==> src/rtl/serial_pkg.sv <==
// -----------------------------------------------------------------------------
// serial_pkg
// Shared definitions for the serial frame capture slice:
//   - FSM state encodings (HUNT / COLLECT)
//   - default word width and sync pattern
//   - counter-width helper used to size the bit and frame counters
// -----------------------------------------------------------------------------
package serial_pkg;

    localparam logic [0:0] STATE_HUNT    = 1'b0;
    localparam logic [0:0] STATE_COLLECT = 1'b1;

    localparam int         DEFAULT_WIDTH     = 4;
    localparam logic [3:0] DEFAULT_SYNC_WORD = 4'b1010;
    localparam int         DEFAULT_FRAMES    = 3;

    // clog2 clamped to at least one bit so that a counter never
    // collapses to zero width.
    function automatic int cnt_width(input int n);
        return (n <= 2) ? 1 : $clog2(n);
    endfunction

endpackage

==> src/rtl/serial_frame_capture_word_fifo2.sv <==
// -----------------------------------------------------------------------------
// word_fifo2
// Two-entry first-in first-out word buffer with registered storage.
// Ports:
//   clk   : rising-edge clock
//   rst   : asynchronous active-low reset (empties the buffer, zeroes data)
//   push  : write din this edge (ignored when full unless a pop also happens)
//   din   : word to write
//   pop   : remove the head entry this edge (ignored when empty)
//   dout  : head entry
//   valid : buffer not empty
//   full  : both entries occupied
// -----------------------------------------------------------------------------
module word_fifo2 #(
    parameter int WIDTH = 4
) (
    input  logic             clk,
    input  logic             rst,
    input  logic             push,
    input  logic [WIDTH-1:0] din,
    input  logic             pop,
    output logic [WIDTH-1:0] dout,
    output logic             valid,
    output logic             full
);

    logic [WIDTH-1:0] r_head;
    logic [WIDTH-1:0] r_tail;
    logic [1:0]       r_count;

    logic w_pop;
    logic w_push;

    assign w_pop  = pop && (r_count != 2'd0);
    // A full buffer can still take a word when the head leaves on the same edge.
    assign w_push = push && ((r_count != 2'd2) || w_pop);

    always_ff @(posedge clk or negedge rst) begin
        if (!rst) begin
            r_head  <= '0;
            r_tail  <= '0;
            r_count <= 2'd0;
        end else begin
            case ({w_push, w_pop})
                2'b10: begin
                    if (r_count == 2'd0) r_head <= din;
                    else                 r_tail <= din;
                    r_count <= r_count + 2'd1;
                end
                2'b01: begin
                    r_head  <= r_tail;
                    r_count <= r_count - 2'd1;
                end
                2'b11: begin
                    // Count unchanged; the new word lands behind whatever remains.
                    if (r_count == 2'd1) begin
                        r_head <= din;
                    end else begin
                        r_head <= r_tail;
                        r_tail <= din;
                    end
                end
                default: ;
            endcase
        end
    end

    assign dout  = r_head;
    assign valid = (r_count != 2'd0);
    assign full  = (r_count == 2'd2);

endmodule

==> src/rtl/serial_frame_capture.sv <==
// -----------------------------------------------------------------------------
// serial_frame_capture
// Watches the parallel output of an upstream shift register, hunts for a sync
// pattern, then slices the following bit stream into WIDTH-bit words and
// hands them on through a 2-entry valid/ready buffer.
// Ports:
//   clk          : rising-edge clock shared with the shift register
//   rst          : asynchronous active-low reset
//   en           : stream active; dropping it aborts a capture in progress
//   q_in         : parallel word from the shift register (one new bit per clk)
//   dout         : head word of the output buffer
//   dout_valid   : dout holds a valid word
//   dout_ready   : consumer takes dout this cycle when high with dout_valid
//   locked       : high while collecting data words
//   overflow     : sticky flag, a captured word was dropped on a full buffer
//   overflow_clr : clears overflow (a drop on the same edge wins)
// -----------------------------------------------------------------------------
module serial_frame_capture
    import serial_pkg::*;
#(
    parameter int               WIDTH     = DEFAULT_WIDTH,
    parameter logic [WIDTH-1:0] SYNC_WORD = WIDTH'(DEFAULT_SYNC_WORD),
    parameter int               FRAMES    = DEFAULT_FRAMES,
    parameter bit               INVERT_IN = 1'b0
) (
    input  logic             clk,
    input  logic             rst,
    input  logic             en,
    input  logic [WIDTH-1:0] q_in,
    output logic [WIDTH-1:0] dout,
    output logic             dout_valid,
    input  logic             dout_ready,
    output logic             locked,
    output logic             overflow,
    input  logic             overflow_clr
);

    localparam int BW = cnt_width(WIDTH);
    localparam int FW = cnt_width(FRAMES + 1);

    localparam logic [BW-1:0] LAST_BIT   = BW'(WIDTH - 1);
    localparam logic [FW-1:0] LAST_FRAME = FW'(FRAMES - 1);

    logic [0:0]    r_state;
    logic [BW-1:0] r_bit_cnt;
    logic [FW-1:0] r_frame_cnt;
    logic          r_overflow;

    logic [WIDTH-1:0] w_word;
    logic             w_word_done;
    logic             w_push;
    logic             w_pop;
    logic             w_full;
    logic             w_drop;

    // Optional per-bit inversion of the incoming word.
    generate
        for (genvar gi = 0; gi < WIDTH; gi++) begin : g_cond
            assign w_word[gi] = INVERT_IN ? ~q_in[gi] : q_in[gi];
        end
    endgenerate

    // The word boundary falls every WIDTH edges after the sync edge, so the
    // word currently sitting in the shift register is exactly the new data.
    assign w_word_done = (r_state == STATE_COLLECT) && en && (r_bit_cnt == LAST_BIT);
    assign w_push      = w_word_done;
    assign w_pop       = dout_valid && dout_ready;
    assign w_drop      = w_push && w_full && !w_pop;

    always_ff @(posedge clk or negedge rst) begin
        if (!rst) begin
            r_state     <= STATE_HUNT;
            r_bit_cnt   <= '0;
            r_frame_cnt <= '0;
        end else if (r_state == STATE_HUNT) begin
            if (en && (w_word == SYNC_WORD)) begin
                r_state     <= STATE_COLLECT;
                r_bit_cnt   <= '0;
                r_frame_cnt <= '0;
            end
        end else if (!en) begin
            r_state     <= STATE_HUNT;
            r_bit_cnt   <= '0;
            r_frame_cnt <= '0;
        end else if (w_word_done) begin
            r_bit_cnt <= '0;
            if (r_frame_cnt == LAST_FRAME) begin
                r_state     <= STATE_HUNT;
                r_frame_cnt <= '0;
            end else begin
                r_frame_cnt <= r_frame_cnt + 1'b1;
            end
        end else begin
            r_bit_cnt <= r_bit_cnt + 1'b1;
        end
    end

    always_ff @(posedge clk or negedge rst) begin
        if (!rst) begin
            r_overflow <= 1'b0;
        end else if (w_drop) begin
            r_overflow <= 1'b1;
        end else if (overflow_clr) begin
            r_overflow <= 1'b0;
        end
    end

    word_fifo2 #(
        .WIDTH (WIDTH)
    ) u_fifo (
        .clk   (clk),
        .rst   (rst),
        .push  (w_push),
        .din   (w_word),
        .pop   (w_pop),
        .dout  (dout),
        .valid (dout_valid),
        .full  (w_full)
    );

    assign locked   = (r_state == STATE_COLLECT);
    assign overflow = r_overflow;

endmodule

==> config.mk <==
export PLATFORM = sky130hd
export DESIGN_NAME = serial_frame_capture
export DESIGN_NICKNAME = d
export VERILOG_FILES = /design/src/rtl/serial_pkg.sv /design/src/rtl/serial_frame_capture_word_fifo2.sv /design/src/rtl/serial_frame_capture.sv
export SDC_FILE = /design/constraint.sdc
export NUM_CORES = 1
export LEC_CHECK = 0
export ABC_AREA = 1
export BUFFER_PORTS_ARGS = -buffer_cell sky130_fd_sc_hd__buf_2
export CORE_MARGIN = 2
export CORE_UTILIZATION = 45
export DETAILED_ROUTE_END_ITERATION = 7
export HOLD_SLACK_MARGIN = 0.06
export PLACE_DENSITY = 0.66
export SYNTH_ARGS = -nofsm -noshare
export SYNTH_HDL_FRONTEND = slang
export SYNTH_SLANG_ARGS = --single-unit
==> constraint.sdc <==
create_clock -name clk -period 4.8 [get_ports clk]
set_clock_uncertainty 0.2 [all_clocks]
set_input_delay 1.2 -clock clk [delete_from_list [all_inputs] [get_ports clk]]
set_output_delay 1.2 -clock clk [all_outputs]
set_load 0.01 [all_outputs]
* Word level (Yosys, flattened, before mapping) *
Cells that the tools add are included.
W data, S select, Z words.

storage, ports and cells
  register bits = 16
  output and inout bits = 7
  logic and storage cells = 66
  input bits = 9

operators by class
  eq/ne operators = 13
  muxes and demuxes = 22
  $add $sub $neg = 4
  reductions and logical operators = 20

operators with widths
  kind                   count
  $mux W2                8
  $mux W4                4
  $pmux W4 S3            1
  $eq A2 B2 Y1 const B   5
  $reduce_bool A2 Y1     5
  $logic_and A1 B1 Y1    8
  $pmux W4 S2            1
  $mux W1                7
  $add A2 B1 Y2 const B  3
  $ne A2 B2 Y1 const B   3
  $eq A2 B1 Y1 const B   2
  $eq A4 B4 Y1 const B   1
  $pmux W2 S2            1
  $reduce_and A2 Y1      2
  $ne A3 B2 Y1 const B   1
  $reduce_and A3 Y1      1
  $reduce_bool A3 Y1     1
  $logic_not A2 Y1       1
  $ne A2 B1 Y1 const B   1
  $sub A2 B1 Y2 const B  1
  $logic_not A1 Y1       1
  $logic_or A1 B1 Y1     1

* Depth between registers and ports, before layout *
Gate-level depths: netlist (run 1).

  depth in word-level cells = 8
  mapped depth = 9
  mapped depth without buffers = 9

* By module *
From an unflattened synthesis (run 1), not the netlist that was laid out.

second synthesis, totals
  cells, all modules = 117
  area, all modules = 978.4 um^2

modules (own cells, without submodules)
  module                area each (um^2)  sequential area each (um^2)  cells an instance  times used
  word_fifo2            609.3             250.2                        74                 1
  serial_frame_capture  369.1             150.1                        43                 1

* Worst setup path after synthesis (run 1) *
No wires, ideal clock.

  kind = register -> output
  start = register u_fifo.r_count[0]
  end = output dout_valid
  path buffers = 0
  arrival time = 755 ps
  slack = 2645 ps
  cell stages (with the launch flop) = 4
  data required time = 3400 ps
  cell sequence = dfrtp_1 > inv_1 > ha_1 > inv_2

between the ends
  word-level cells in the longest chain between the ends = 1

ends and longest elaborated chain
  what                    RTL line                               text
  from (decl)             serial_frame_capture_word_fifo2.sv:29  logic [1:0] r_count;
  from (signal assigned)  serial_frame_capture_word_fifo2.sv:48  r_count <= r_count + 2'd1;
  from (signal assigned)  serial_frame_capture_word_fifo2.sv:52  r_count <= r_count - 2'd1;
  $reduce_bool A2 Y1      serial_frame_capture_word_fifo2.sv:69  assign valid = (r_count != 2'd0);
  to (decl)               serial_frame_capture.sv:31             output logic dout_valid,

Every way passes these cells.

* Worst setup path in the final report (run 1) *
Ends and elaborated chain as after synthesis.

==> results.toml, run 1 <==
[power_and_ir_drop]
p_leak_nw = 0.563
cellPowerDensity_nw_per_um2 = 428
p_sw_frac = 0.383
p_seq_frac = 0.393
p_int_mw = 0.281
switching_power_mw = 0.175
clockPowerShare = 0.198
combPwrFrac = 0.409
ir_worst_vdd_mv = 0.224

[synth]
synthCells = 125
syn_area_per_cell_um2 = 7.46
syn_nets = 138
ys.flop_type = "dfrtp_1"
ys.warnings.count = 0
synth_edf_count = 0
ys_ff_latch = 16
seq_area_frac_synth = 0.430
yosysUniqueCellTypes = 19
synthArstFlopShare = 1.00
syn_area_um2 = 932

[placement]
portBuffers = 15
place_area_um2 = 1030
hpwl_um = 1370
gp_congestion = 0.855

[cts]
cts_setup_buffers = 0
insertion_delay_ps = 290
cts_tree = "yes"
cts_sinks = 16
hold_buffers = 0
post_cts_resized = 0
htree_levels = 1
clk_path_buf_depth = 2
cts_buffers = 3
root_buffer = "clkbuf_4"
path_clk_slew_ps = 100

[outcome]
status = "finished, final reports clean"

[worst_setup_path]
crit_arrival_ps = 1260
critPathLaunchType = "flop"
crit_chain = "inv_1 > ha_1 > inv_2 > buf_2"
crit_type = "flop to primary output"
cp_max_fo = 4
crit_required_ps = 3400
slowest_stage = "dfrtp_1"
critical_path.max_stage_delay_ps = 410
cp-end-kind = "primary output"

[global_routing]
antenna_found_initial = 0
grt_pass1_wl_um = 3150
grt_max_degree = 17
first_global_vias = 753
grt_overflow = 0
grt.total_usage = 0.172

[sta]
setup_violations = 0
fin_tns_setup_ps = 0
fin_crit_sh = 0.554
slew_headroom = 0.734
period_minus_slack_ps = 2660
drv_slew = 0
hold_viol_final = 0
worstMarginPinSlew_ps = 398
clock.fmax_mhz = 376
rsz0062_at_grt = "no"

[routing]
num_vias = 825
avgViaCountPerCell = 4.88
drtIter0Drc = 10
detail-route-antenna-nets = 0
wl_um = 1770
firstDrtPassIters = 4
drc = 0
drt-wirelength-per-cell_um = 10.5

[cells_and_area]
final_cell_mix = "40 x nand2_1, 19 x nand3_1, 16 x dfrtp_1"
finalInstanceArea_um2 = 1070
diodes = 0
drive_gt1_frac = 0.183
layout_commonest_cell = "nand2_1"
fin_nets = 156
syn_to_final_growth_pct = 14.4

[floorplan]
ios = 16
coreArea_um2 = 1960
fp.dieH_um = 49.5
row_count = 16
die_x_um = 49.5
die-area_um2 = 2450
start_util = 0.475

[hold_path]
hold_class = "flop to flop"

[run]
drv_cap = 0
[power groups by stage]
| stage | Combinational (mW) | Clock (mW) | Sequential, mW |
|---|---|---|---|
| floorplan | 0.132 | 0 | 0.189 |
| global placement | 0.183 | 0 | 0.182 |
| finish | 0.187 | 0.0905 | 0.179 |
| global route | 0.218 | 0.0995 | 0.184 |
| CTS | 0.187 | 0.0949 | 0.179 |
| detailed placement | 0.186 | 0 | 0.182 |
[stage by stage]
stage / total power [mW] / std cells / util / hold WS (ps) / worst slack, ps
floorplan: 0.321 / 125 / - / 266 / 2650
global placement: 0.365 / 165 / 0.525 / 284 / 2420
detailed placement: 0.369 / 165 / 0.525 / 292 / 2420
global route: 0.502 / 169 / 0.543 / 344 / 2030
finish: 0.456 / 169 / 0.543 / 309 / 2140
CTS: 0.462 / 169 / 0.543 / 317 / 2130
[cell usage after synthesis (2+ instances only)]
library cell / count / share of area
a21oi_1: 3 / 0.016
nand3_1: 19 / 0.10
dfrtp_1: 16 / 0.43
o21ai_0: 6 / 0.032
o22ai_1: 2 / 0.013
o21ai_1: 2 / 0.011
nand2_2: 2 / 0.013
nand3_2: 3 / 0.032
inv_1: 14 / 0.056
nor2_1: 6 / 0.024
nor3_1: 2 / 0.011
nand2_1: 40 / 0.16
ha_1: 4 / 0.054
[flip-flops by register name (all words and copies together), names as in the netlist]
register / cells
overflow: 1
r_bit_cnt: 2
locked: 1
u_fifo.r_tail: 4
r_frame_cnt: 2
u_fifo.dout: 4
u_fifo.r_count: 2
[worst paths after layout]
| path | start | to | slack, ps | cells past startpoint |
|---|---|---|---|---|
| setup / recovery | u_fifo.r_count[0] | dout_valid | 2140 | 4 |
| hold / removal | u_fifo.dout[0] | u_fifo.dout[0] | 310 | 2 |
| setup reg to reg | u_fifo.r_count[0] | u_fifo.dout[3] | 2930 | 9 |
| hold reg to reg | u_fifo.dout[0] | u_fifo.dout[0] | 310 | 2 |
| max in group asynchronous | rst | u_fifo.r_tail[1] | 3530 | 1 |
| min in group asynchronous | rst | overflow | 600 | 1 |
[metal layers]
| metal | up-vias | global-route usage | part of all wire |
|---|---|---|---|
| li1 | 442 | - | - |
| met1 | 365 | 0.208 | 0.49 |
| met2 | 14 | 0.275 | 0.46 |
| met3 | 4 | 0.0545 | 0.036 |
| met4 | 0 | 0.0880 | 0.016 |
| met5 | - | 0 | 0 |
[final cells by class]
class	count	area (um^2)
sequential	16	400
tap	27	33.8
inverter	15	56.3
clock buffer	4	36.3
multi-input combinational	92	464
fill	204	896
timing repair buffer	15	75.1
[critical path, delay by kind of cell (launching register included)]
family | cells | cell delay [ps]
buffers and inverters | 3 | 310
flip-flops | 1 | 410
adder cells (fa/ha/maj) | 1 | 250
[kinds of logic after synthesis]
| group | Yosys count | share of synthesized area |
|---|---|---|
| simple gates | 75 | 0.372 |
| flops | 16 | 0.430 |
| compound gates | 13 | 0.0725 |
| buf+inv | 17 | 0.0725 |
| fa+ha+maj | 4 | 0.0537 |
Power figures use the tool's default switching activity.
==> run 2: changes to the inputs <==
==> constraint.sdc (replaced) <==
create_clock -name clk -period 2.6 [get_ports clk]
set_clock_uncertainty 0.2 [all_clocks]
set_input_delay 0.65 -clock clk [delete_from_list [all_inputs] [get_ports clk]]
set_output_delay 0.65 -clock clk [all_outputs]
set_load 0.01 [all_outputs]
==> results.toml, run 2 (synthesis results as in run 1) <==
[worst_setup_path]
crit_arrival_ps = 1240
critPathLaunchType = "flop"
worstSetupEndpoint = "dout_valid"
timing.rr.end = "u_fifo.dout[2]"
path_depth = 4
slowest_stage = "dfrtp_1"
reg2reg_from = "u_fifo.r_count[0]"
crit_chain = "inv_1 > ha_1 > inv_2 > buf_2"
reg2reg_setup_slack_ps = 750
cp_max_fo = 4
cp-end-kind = "primary output"
critPathTopFamily = "flip-flops"
reg2reg_depth = 9
crit_required_ps = 1750
critical_path.max_stage_delay_ps = 410
path_buf_inv = 3
critPathLaunch = "u_fifo.r_count[0]"
crit_type = "flop to primary output"

[routing]
drtIter0Drc = 9
firstDrtPassIters = 4
num_vias = 833
drt-wirelength-per-cell_um = 10.3
wl_um = 1750
detail-route-antenna-nets = 0
avgViaCountPerCell = 4.93
drc = 0

[floorplan]
die-area_um2 = 2450
ios = 16
start_util = 0.475
coreArea_um2 = 1960
die_x_um = 49.5
row_count = 16
fp.dieH_um = 49.5

[power_and_ir_drop]
combPwrFrac = 0.409
cellPowerDensity_nw_per_um2 = 784
p_seq_frac = 0.395
clockPowerShare = 0.195
power_mw = 0.836
switching_power_mw = 0.317
ir_worst_vdd_mv = 0.428
p_leak_nw = 0.563
p_int_mw = 0.519
p_sw_frac = 0.379

[cells_and_area]
final_cell_mix = "40 x nand2_1, 19 x nand3_1, 16 x dfrtp_1"
syn_to_final_growth_pct = 14.4
nFillCells = 215
finalInstanceArea_um2 = 1070
drive_gt1_frac = 0.183
final_core_util = 0.543
fin_nets = 156
layout_commonest_cell = "nand2_1"
diodes = 0

[global_routing]
first_global_vias = 809
grt_overflow = 0
grt_max_degree = 17
grt_pass1_wl_um = 3280
antenna_found_initial = 0
grt.total_usage = 0.173

[sta]
fin_crit_sh = 0.804
clock.fmax_mhz = 479
whs_ps = 66.5
rsz0062_at_grt = "no"
worstMarginPinSlew_ps = 388
hold_viol_final = 0
slew_headroom = 0.740
setup_violations = 0
fin_tns_setup_ps = 0
period_minus_slack_ps = 2090
drv_slew = 0

[cts]
cts_sinks = 16
path_clk_slew_ps = 90
root_buffer = "clkbuf_4"
insertion_delay_ps = 280
htree_levels = 1
cts_tree = "yes"
cts_buffers = 3
clk_path_buf_depth = 2
hold_buffers = 0
cts_setup_buffers = 0
post_cts_resized = 0

[placement]
place_area_um2 = 1030
hpwl_um = 1350
portBuffers = 15
gp_congestion = 0.859

[outcome]
status = "finished, final reports clean"

[hold_path]
hold_class = "input pin to async pin"

[run]
drv_cap = 0
## run 2: through the flow
stage,worst slack [ps],cells
after floorplan,995,125
after global placement,772,165
after detailed placement,754,165
after CTS,501,169
after global routing,395,169
final,510,169
## run 2: layout make-up
type / instances / area, um^2 / share of cell area
flip-flops and latches: 16 / 400 / 0.376
repair buffers: 15 / 75.1 / 0.0704
clock buffers: 4 / 36.3 / 0.0340
inverters: 15 / 56.3 / 0.0528
multi-input cells: 92 / 464 / 0.435
well taps: 27 / 33.8 / 0.0317
## run 2: worst reg2reg max path: stages, from the launching register on
cell     delay (ps)
dfrtp_1         410
inv_1           110
ha_1            250
inv_2            60
nand2_2         170
nand2_1         170
nand3_2         140
nand2_1         110
nand2_1          90
nand2_1          40
## run 2: how the worst min path moves through the flow
stage	start	endpoint	slack, ps
after global routing	rst	u_fifo.r_tail[2]	70
after floorplan	rst	locked	150
after CTS	rst	u_fifo.r_count[1]	70
after detailed placement	u_fifo.dout[3]	u_fifo.dout[3]	290
final	rst	overflow	70
after global placement	u_fifo.dout[0]	u_fifo.dout[0]	280
## run 2: layer usage
| layer | track usage | wire, um | vias up |
|---|---|---|---|
| met1 | 0.218 | 835 | 373 |
| met2 | 0.288 | 808 | 17 |
| li1 | - | - | 441 |
| met3 | 0.0394 | 87 | 2 |
| met5 | 0 | 0 | - |
| met4 | 0.0648 | 15 | 0 |
## run 2: power groups by stage
stage / sequential, mW / clock, mW / combinational (mW)
floorplan: 0.348 / 0 / 0.244
global placement: 0.335 / 0 / 0.339
detailed placement: 0.336 / 0 / 0.341
CTS: 0.331 / 0.171 / 0.343
global route: 0.341 / 0.183 / 0.408
finish: 0.330 / 0.163 / 0.342
==> run 3: changes to the inputs <==
--- a/config.mk
+++ b/config.mk
@@ -5,13 +5,13 @@
 export SDC_FILE = /design/constraint.sdc
 export NUM_CORES = 1
 export LEC_CHECK = 0
-export ABC_AREA = 1
+export ABC_AREA = 0
 export BUFFER_PORTS_ARGS = -buffer_cell sky130_fd_sc_hd__buf_2
 export CORE_MARGIN = 2
 export CORE_UTILIZATION = 45
 export DETAILED_ROUTE_END_ITERATION = 7
 export HOLD_SLACK_MARGIN = 0.06
-export PLACE_DENSITY = 0.66
+export PLACE_DENSITY = 0.67
 export SYNTH_ARGS = -nofsm -noshare
 export SYNTH_HDL_FRONTEND = slang
 export SYNTH_SLANG_ARGS = --single-unit
==> constraint.sdc (replaced) <==
create_clock -name clk -period 2.1 [get_ports clk]
set_clock_uncertainty 0.2 [all_clocks]
set_input_delay 0.525 -clock clk [delete_from_list [all_inputs] [get_ports clk]]
set_output_delay 0.525 -clock clk [all_outputs]
set_load 0.01 [all_outputs]
==> results.toml, run 3 <==
[outcome]
status = "finished, final reports clean"

[global_routing]
grt_max_degree = 17
antenna_found_initial = 0
first_global_vias = 663
grt.total_usage = 0.156
grt_overflow = 0
grt_pass1_wl_um = 2860

[floorplan]
die_x_um = 48.5
fp.dieH_um = 48.5
ios = 16
start_util = 0.463
die-area_um2 = 2350
row_count = 16
coreArea_um2 = 1920

[placement]
place_area_um2 = 987
portBuffers = 15
dpl.cell_count = 131
hpwl_um = 1280
gp_congestion = 0.803

[cells_and_area]
nFillCells = 193
final_core_util = 0.538
finalInstanceArea_um2 = 1030
final_cells = 136
drive_gt1_frac = 0.266
fin_nets = 123
syn_to_final_growth_pct = 16.2
layout_commonest_cell = "dfrtp_1"
diodes = 0
final_cell_mix = "16 x dfrtp_1, 15 x buf_2, 7 x inv_1"

[worst_setup_path]
reg2reg_from = "u_fifo.r_count[1]"
cp-end-kind = "primary output"
cp_max_fo = 5
reg2reg_setup_slack_ps = 260
crit_type = "flop to primary output"
reg2reg_depth = 6
crit_required_ps = 1370
critPathLaunchType = "flop"
crit_arrival_ps = 1240
timing.rr.end = "u_fifo.r_tail[1]"

[routing]
drtIter0Drc = 13
drc = 0
wl_um = 1620
avgViaCountPerCell = 5.19
detail-route-antenna-nets = 0
num_vias = 706
firstDrtPassIters = 4
drt-wirelength-per-cell_um = 11.9

[synth]
synth_top_area_share = 0.450
synthTopCellsByArea = "dfrtp_1 45%, ha_1 5.6%, mux2_2 5.1%"
seq_area_frac_synth = 0.450
ys.flop_type = "dfrtp_1"
yosysUniqueCellTypes = 26
syn_nets = 104
synth_edf_count = 0
syn_area_um2 = 890
syn_area_per_cell_um2 = 9.78
synthTopCellsByCount = "16 x dfrtp_1, 7 x inv_1"
synth_most_common_cell = "dfrtp_1"
synthCells = 91
ys_ff_latch = 16
synth_top_cell_by_area = "dfrtp_1"
ys.warnings.count = 0
synthArstFlopShare = 1.00

[run]
drv_cap = 0

[power_and_ir_drop]
cellPowerDensity_nw_per_um2 = 973
ir_worst_vdd_mv = 0.569
p_leak_nw = 0.471

[sta]
period_minus_slack_ps = 1970
clock.fmax_mhz = 508
hold_viol_final = 0
setup_violations = 0
drv_slew = 0
slew_headroom = 0.739
fin_crit_sh = 0.938
fin_tns_setup_ps = 0
worstMarginPinSlew_ps = 386
rsz0062_at_grt = "no"

[cts]
htree_levels = 1
root_buffer = "clkbuf_4"
insertion_delay_ps = 280
cts_tree = "yes"
clk_path_buf_depth = 2
cts_sinks = 16
cts_buffers = 3
post_cts_resized = 0
path_clk_slew_ps = 90

[hold_path]
whs_path_depth = 2
hold_class = "input pin to flop"
hold_start = "overflow_clr"
min_to = "overflow"
==> run 3: cells by family (layout without fill, tap and decap cells) <==
group           after synthesis  in the layout  synth area share
fa+ha+maj                     4              4            0.0563
buf+inv                      11             29            0.0591
simple gates                 29             29             0.172
flops                        16             16             0.450
xor+xnor                      1              1           0.00985
compound gates               22             22             0.158
mux                           8              8            0.0956
==> run 3: worst max-delay path by stage <==
stage	start	end	slack, ps	depth (start not counted)
3_5_place_dp	u_fifo.r_count[1]	u_fifo.r_tail[1]	260	6
2_1_floorplan	u_fifo.r_count[0]	u_fifo.r_tail[0]	370	6
3_3_place_gp	u_fifo.r_count[1]	u_fifo.r_tail[3]	290	6
4_1_cts	u_fifo.r_count[1]	dout_valid	120	4
5_1_grt	u_fifo.r_count[1]	dout_valid	20	4
6_report	u_fifo.r_count[1]	dout_valid	130	4
==> run 3: per-stage QoR <==
step | setup slack (ps) | total power [mW] | hold WS, ps
2_1_floorplan | 370 | 0.698 | 29.4
3_3_place_gp | 286 | 0.805 | 257
3_5_place_dp | 257 | 0.817 | 259
4_1_cts | 119 | 1.02 | 221
5_1_grt | 17.6 | 1.09 | 213
6_report | 131 | 1.01 | 228
==> run 3: layer usage <==
layer	track usage	vias to the layer above	share of wire
met1	0.193	334	0.48
met3	0.0494	2	0.030
li1	-	357	-
met2	0.252	13	0.48
met4	0.0667	0	0.0080
met5	0	-	0
==> run 3: report_power, final <==
part | switching, mW | internal [mW] | leakage [nW]
Combinational | 0.221 | 0.172 | 0.242
Clock | 0.0916 | 0.106 | 0.0210
Sequential | 0.0433 | 0.373 | 0.208
==> run 3: critical path: stages, from the launching register on <==
cell and delay, ps:
dfrtp_1 410, inv_1 110, ha_1 230, inv_1 70, buf_2 140
==> run 3: area by class of cell <==
| type | count | area [um^2] | area share |
|---|---|---|---|
| flip-flops and latches | 16 | 400 | 0.387 |
| clock buffers | 4 | 36.3 | 0.0351 |
| multi-input cells | 64 | 437 | 0.423 |
| well taps | 27 | 33.8 | 0.0327 |
| inverters | 7 | 26.3 | 0.0254 |
| repair buffers | 18 | 100 | 0.0969 |
==> run 3: what timing repair did <==
item	in CTS	in global routing
buffers inserted	0	0
hold endpoints to repair	16	0
hold buffers	1	0
